File: src/rtl/pipeline_control.sv
// Pipeline sequencing for the MIPS core: per-latch enable/flush/valid, memory and
// fetch stalls, load-use bubbles, redirect squash and the halt drain sequence.
module pipeline_control #(
   parameter int NLATCH       = 4,
   parameter int MEM_LATCH    = 2,
   parameter int BRANCH_LATCH = 2,
   parameter int LU_STALLS    = 1,
   parameter int CNT_W        = 16
) (
   input  logic              CLK,
   input  logic              nRST,
   input  logic              ihit,
   input  logic              dhit,
   input  logic              mem_req,
   input  logic              load_use,
   input  logic              redirect,
   input  logic              halt_req,
   output logic              pc_en,
   output logic [NLATCH-1:0] lat_en,
   output logic [NLATCH-1:0] lat_flush,
   output logic [NLATCH-1:0] lat_valid,
   output logic              halt,
   output logic [CNT_W-1:0]  stall_cnt
);

   typedef enum logic [1:0] {RUN = 2'd0, DRAIN = 2'd1, HALTED = 2'd2} state_e;

   state_e            state_q, state_d;
   logic [NLATCH-1:0] valid_q, valid_d;
   logic [2:0]        lu_cnt_q, lu_cnt_d;
   logic              lu_act_q, lu_act_d;
   logic [CNT_W-1:0]  stall_cnt_q, stall_cnt_d;
   logic              halt_q;

   logic              mem_v, red_v, hlt_v, dstall, upper_busy;
   logic              pc_en_c;
   logic [NLATCH-1:0] en_c, flush_c;

   // Requests only count when the instruction raising them is real.
   assign mem_v  = mem_req & valid_q[MEM_LATCH];
   assign red_v  = redirect & valid_q[BRANCH_LATCH];
   assign hlt_v  = halt_req & valid_q[BRANCH_LATCH];
   assign dstall = mem_v & ~dhit;

   always_comb begin
      pc_en_c     = 1'b0;
      en_c        = '1;
      flush_c     = '0;
      state_d     = state_q;
      lu_cnt_d    = lu_cnt_q;
      lu_act_d    = lu_act_q;
      valid_d     = valid_q;
      stall_cnt_d = stall_cnt_q;
      upper_busy  = 1'b0;

      if (state_q == HALTED) begin
         en_c = '0;
      end else if (dstall) begin
         for (int i = 0; i < NLATCH; i++) begin
            if (i <= MEM_LATCH) en_c[i] = 1'b0;
            else                flush_c[i] = 1'b1;
         end
      end else if (state_q == DRAIN || hlt_v) begin
         for (int i = 0; i <= BRANCH_LATCH; i++) flush_c[i] = 1'b1;
         lu_cnt_d = '0;
         lu_act_d = 1'b0;
         if (state_q == RUN) state_d = DRAIN;
      end else if (red_v) begin
         pc_en_c = 1'b1;
         for (int i = 0; i <= BRANCH_LATCH; i++) flush_c[i] = 1'b1;
         lu_cnt_d = '0;
         lu_act_d = 1'b0;
      end else if (lu_act_q || load_use) begin
         en_c[0]    = 1'b0;
         flush_c[1] = 1'b1;
         // The trigger cycle is the first bubble; the counter holds the ones still owed.
         if (lu_act_q) begin
            lu_cnt_d = lu_cnt_q - 3'd1;
            lu_act_d = (lu_cnt_q > 3'd1);
         end else begin
            lu_cnt_d = 3'(LU_STALLS - 1);
            lu_act_d = (LU_STALLS > 1);
         end
      end else if (!ihit) begin
         flush_c[0] = 1'b1;
      end else begin
         pc_en_c = 1'b1;
      end

      valid_d[0] = en_c[0] ? (ihit & ~flush_c[0]) : valid_q[0];
      for (int i = 1; i < NLATCH; i++)
         valid_d[i] = en_c[i] ? (valid_q[i-1] & ~flush_c[i]) : valid_q[i];

      for (int i = BRANCH_LATCH + 1; i < NLATCH; i++) upper_busy = upper_busy | valid_d[i];
      if (state_q == DRAIN && !dstall && !upper_busy) state_d = HALTED;

      if (state_q == RUN && !pc_en_c && stall_cnt_q != '1)
         stall_cnt_d = stall_cnt_q + CNT_W'(1);
   end

   always_ff @(posedge CLK or negedge nRST) begin
      if (!nRST) begin
         state_q     <= RUN;
         valid_q     <= '0;
         lu_cnt_q    <= '0;
         lu_act_q    <= 1'b0;
         stall_cnt_q <= '0;
         halt_q      <= 1'b0;
      end else begin
         state_q     <= state_d;
         valid_q     <= valid_d;
         lu_cnt_q    <= lu_cnt_d;
         lu_act_q    <= lu_act_d;
         stall_cnt_q <= stall_cnt_d;
         halt_q      <= (state_d == HALTED);
      end
   end

   // While reset is held every latch is forced to a bubble and nothing advances.
   assign pc_en     = nRST & pc_en_c;
   assign lat_en    = nRST ? en_c : '0;
   assign lat_flush = nRST ? flush_c : '1;
   assign lat_valid = valid_q;
   assign halt      = halt_q;
   assign stall_cnt = stall_cnt_q;

endmodule

File: config.mk
export PLATFORM = sky130hd
export DESIGN_NAME = pipeline_control
export DESIGN_NICKNAME = d
export VERILOG_FILES = /design/src/rtl/pipeline_control.sv
export SDC_FILE = /design/constraint.sdc
export NUM_CORES = 1
export LEC_CHECK = 0
export BUFFER_PORTS_ARGS = -buffer_cell sky130_fd_sc_hd__buf_2
export CAP_MARGIN = 30
export CORE_ASPECT_RATIO = 0.8
export CORE_MARGIN = 5
export CORE_UTILIZATION = 45
export CTS_CLUSTER_DIAMETER = 30
export DETAILED_ROUTE_END_ITERATION = 7
export GPL_TIMING_DRIVEN = 0
export HOLD_SLACK_MARGIN = 0.06
export MAX_ROUTING_LAYER = met4
export PLACE_DENSITY = 0.82
export SKIP_LAST_GASP = 1
export SYNTH_ARGS = -nofsm -noshare
export SYNTH_HDL_FRONTEND = slang
export SYNTH_SLANG_ARGS = --single-unit
File: constraint.sdc
create_clock -name CLK -period 1.8 [get_ports CLK]
set_input_delay 0.09 -clock CLK [delete_from_list [all_inputs] [get_ports CLK]]
set_output_delay 0.09 -clock CLK [all_outputs]
set_load 0.1 [all_outputs]
After elaboration in Yosys (flattened, before gate mapping)
Cells that the tools add are included.
{ "totals": {"register_bits": 27, "in_bits": 8, "out_inout_bits": 30, "wordCells": 82} }
{ "op_classes": {"add_sub_neg": 2, "n_lt_le_gt_ge": 1, "n_eq_ne": 4, "n_mux": 38, "n_bitwise": 16, "n_reduce_logical": 12} }
{ "ops": {"columns": ["cell", "n"], "rows": [
  ["1-bit two-way mux", 21],
  ["3-bit two-way mux", 7],
  ["16-bit by 1-bit adder with 16-bit output, second input constant", 1],
  ["16-bit inequality test, second input constant", 1],
  ["2-bit two-way mux", 7],
  ["4-bit two-way mux", 3],
  ["1-bit bitwise AND", 9],
  ["1-bit NOT", 7],
  ["2-bit == test, second input constant", 2],
  ["1-bit logical AND", 4],
  ["3-bit by 1-bit greater-than comparator with 1-bit output, second input constant", 1],
  ["1-bit zero test", 3],
  ["3-bit AND reduction", 1],
  ["3-bit nonzero test", 1],
  ["3-bit by 1-bit subtractor with 3-bit output, second input constant", 1],
  ["2-bit by 1-bit == test with 1-bit output, second input constant", 1],
  ["2-bit zero test", 1],
  ["1-bit logical OR", 2]
]} }

Depth between registers and ports, before layout
{ "logic_depth": {"ltp_word": 13, "mapped_depth": 7, "mapped_depth_nobuf": 6} }

Worst setup path before layout
OpenSTA, ideal clock, no wires.
{ "synth_path": {"path_kind": "register to output", "start": "reg valid_q[2] (netlist: lat_valid[2])", "end": "out lat_flush[2]", "t_arrival_ns": 3.728, "t_required_ns": 1.710, "path_slack_ns": -2.018, "stages_incl_launch_ff": 6, "n_path_buf": 2, "path_cell_list": "dfrtp_1 > buf_2 > o21ai_0 > and2_1 > clkbuf_1 > o21ai_0"} }
{ "synth_via": {"elab_chain_cells": 6, "elab_cells_between_ends": 10, "cone_classes": "mux (5); bitwise (4); reduce/logical (1)"} }
{ "synth_rtl": {"columns": ["item", "line_no", "rtl"], "rows": [
  ["start: declaration", "29", "logic [NLATCH-1:0] valid_q, valid_d;"],
  ["start signal: assignment", "111", "valid_q <= valid_d;"],
  ["1-bit bitwise AND (on tied branches)", "41, 42", null],
  ["1-bit two-way mux or 1-bit logical OR (tied branches)", "68, 63", null],
  ["3-bit two-way mux", "63", "end else if (state_q == DRAIN || hlt_v) begin"],
  ["3-bit two-way mux (*)", "58", "end else if (dstall) begin"],
  ["4-bit two-way mux (*)", "56", "if (state_q == HALTED) begin"],
  ["4-bit two-way mux (*)", "122", "assign lat_flush = nRST ? flush_c : '1;"],
  ["end: declaration", "20", "output logic [NLATCH-1:0] lat_flush,"]
]} }
Mark *: on every way between the ends. The rest lies on a longest branch, timed or not.

Worst setup path in the final report
{ "layout_path": {"start": "reg stall_cnt_q[0] (netlist: stall_cnt[0])", "end": "reg stall_cnt_q[1] (netlist: stall_cnt[1])"} }
{ "layout_via": {"elab_chain_cells": 2, "elab_cells_between_ends": 3, "cone_classes": "add/sub (1); eq/ne (1); reduce/logical (1)"} }
{ "layout_rtl": {"columns": ["item", "line_no", "rtl"], "rows": [
  ["start: declaration", "32", "logic [CNT_W-1:0] stall_cnt_q, stall_cnt_d;"],
  ["start signal: assignment", "114", "stall_cnt_q <= stall_cnt_d;"],
  ["branches (longest 2 deep; another with 16-bit by 1-bit adder with 16-bit output)", null, null]
]} }
Parallel ways; which one is timed is not known.
A chain may end at the register's enable or synchronous reset.

==> run metrics <==
WS Path Type reg -> reg; routed wire length per instance 16.1 microns; initial antenna violation count 0; initial core utilization 46.4%; layout cells sized above 1 56.2%; clock buffer depth 2; Int Pwr 1.36 mW; clk_lat worst skew 280 ps; proportion of power drawn by combinational gates 59.4%; H-tree Lvls 1; layout net count 215; critical path fanouts, max 4; FFs w/ async S/R, synth 100%; switching part of the total 56.2%; R2R depth 6; core area 3060 sq um; worst r2r dst stall_cnt[1]; Worst IR Drop VDD 1.36 mV; top_reg_cell synth dfrtp_1; FF+latch count, synth 27; largest net degree at the start of global routing 28; Clock transition at path regs 100 ps; CTS sink cnt 27; routability cong. 0.837; P_sw 1.74 mW; Critical Path End Type flip-flop; Post-DP HPWL 2530 microns; area delta synth->final 47.0%; Tmin final 1800 ps; final number of hold-violating endpoints 0; Startpoint Class flip-flop; source of the critical timing path stall_cnt[0]; antenna cell count 0; number of routed nets with antenna violations 0; crit path capture stall_cnt[1]; total chip power 3.09 mW; Final setup viols 1; gr ovfl total 0; first-pass GRT wire length 6380 microns; Worst R2R Start stall_cnt[0]; root buffer cell clkbuf_8; drt pass-1 iters 4; fin area 2090 sq um; fin crit share 100%; Worst slew margin 66.8%; RSZ-0062 raised after global routing true; Pwr Density 1480 nW/um^2; IO buf count 37; final setup margin -0.790 ps; fmax 555 MHz; Die H 60.3 microns; die width 72.8 microns; cells after synthesis 142; Post-DP Area 1790 sq um; slack of the worst reg-to-reg path -0.8 ps; # DRC 0; status finished with violations; Cell Area, Synth 1420 sq um; all-layer global routing usage 19.3%; via-per-instance ratio 5.49; Critical Path AT 1970 ps; Mapped Avg Cell Area 10.0 sq um; Distinct cells, synth 34; warnings from Yosys 0; syn_nets 153; leakage power 0.941 nW; Die Area 4390 sq um; clock skew 8.37 ps; Worst Tran Pin Value 501 ps; DR iter-0 viols 50; Top-Level Pins 38; row cnt 18; number of global-route vias before repair 1362; Hold Path Depth 3; final slew viol count 0; CTS tree yes; Non-Filler Instances 243; Min-Delay Path Class in -> reg; number of flops mapped to enable cells by yosys 0; Flop pwr share 29.1%; via count 1334; clock power share 11.6%; max_cap viols 0; Num CTS Buffers 3; WP data required 1970 ps; violated checks setup timing; Seq/Total Area, Yosys 47.5%; placed insts 219; final WL 3910 microns
## final cells by class
type | instances | area [sq um]
multi-input cells | 104 | 818
flip-flops and latches | 27 | 707
clock inverters | 1 | 7.51
fillers | 236 | 973
plain buffers | 3 | 30.0
clock buffers | 3 | 41.3
repair buffers | 59 | 409
inverters | 6 | 26.3
well taps | 40 | 50.0
## placed cells by master, fill, tap and decap left out, drive strengths merged
master	count
dlygate4sd3	1
o22a	1
a21oi	2
inv	5
and2	4
nand2	15
nor2b	2
nor3	1
clkbuf	4
and4	2
and2b	1
ha	3
mux2	1
xnor2	14
a31oi	2
nor2	4
a21o	1
dfrtp	27
a22o	2
buf	60
nand3	10
nand4	10
o31ai	3
and3	8
a211oi	1
clkinvlp	2
nand2b	2
nor3b	1
a21boi	1
o21ai	13
## per-stage QoR
| step | util [%] | hold WS [ps] | setup slack, ps | TNS, ps |
|---|---|---|---|---|
| 2_1_floorplan | - | -206 | -236 | -2430 |
| 3_3_place_gp | 58.4 | 196 | -60.8 | -513 |
| 3_5_place_dp | 58.4 | 216 | -117 | -650 |
| 4_1_cts | 66.4 | 71.8 | -18.0 | -25.3 |
| 5_1_grt | 68.2 | 86.0 | -62.5 | -288 |
| 6_report | 68.2 | 85.8 | -0.790 | -0.790 |
## registers in the layout, summed over array words and instances, names as in the netlist
name	count
halt	1
lat_valid	4
lu_act_q	1
lu_cnt_q	3
stall_cnt	16
state_q	2
## Yosys cell counts (all sizes together) (3+ instances only)
cell	number	area (sq um)
and2	4	25.0
and3	8	50.1
buf	4	28.8
dfrtp	27	676
ha	3	37.5
inv	6	22.5
nand2	15	58.8
nand3	10	55.1
nand4	10	75.1
nor2	4	17.5
o21ai	13	65.1
o31ai	3	22.5
xnor2	14	123
## critical path, stage by stage, from the launching register on
cell and delay, ps:
dfrtp_4 470, ha_4 160, and4_4 220, and3_4 190, nand4_1 210, nand2_2 160
mux2_4 300
## power groups by stage
stage	Combinational (mW)	Clock [mW]	Sequential, mW
final	1.84	0.358	0.899
after global routing	1.90	0.390	0.917
after CTS	1.76	0.364	0.877
after detailed placement	1.61	0	0.883
after global placement	1.59	0	0.868
after floorplan	0.616	0	1.61
## per-layer routing
metal,track usage [%],up-vias,routed length [microns]
met5,-,-,0
met4,5.26,0,60
met3,4.20,6,197
met2,31.2,40,1960
met1,24.6,663,1690
li1,-,625,-
## worst min path at each step
stage | from | endpoint
2_1_floorplan | nRST | halt
3_3_place_gp | nRST | lat_valid[2]
3_5_place_dp | nRST | lat_valid[2]
4_1_cts | ihit | lat_valid[0]
5_1_grt | ihit | lat_valid[0]
6_report | ihit | lat_valid[0]
## cell families (layout without fill, tap and decap cells)
kind of cell	after synthesis	count (layout)	synth area share, %
mux	1	1	1.06
fa+ha+maj	3	3	2.64
xor+xnor	14	14	8.63
flops	27	27	47.5
compound gates	26	26	12.1
simple gates	60	60	24.2
buf+inv	11	72	3.87
## timing repair
item / in CTS / in global routing
pin swaps: 5 / 4
cloned: 2 / 0
endpoints found under the setup margin: 20 / 21
gates resized for setup: 24 / 6
buffers inserted: 11 / 7
hold buffers: 2 / 0
endpoints found under the hold margin: 27 / 0
Power figures use the tool's default switching activity.
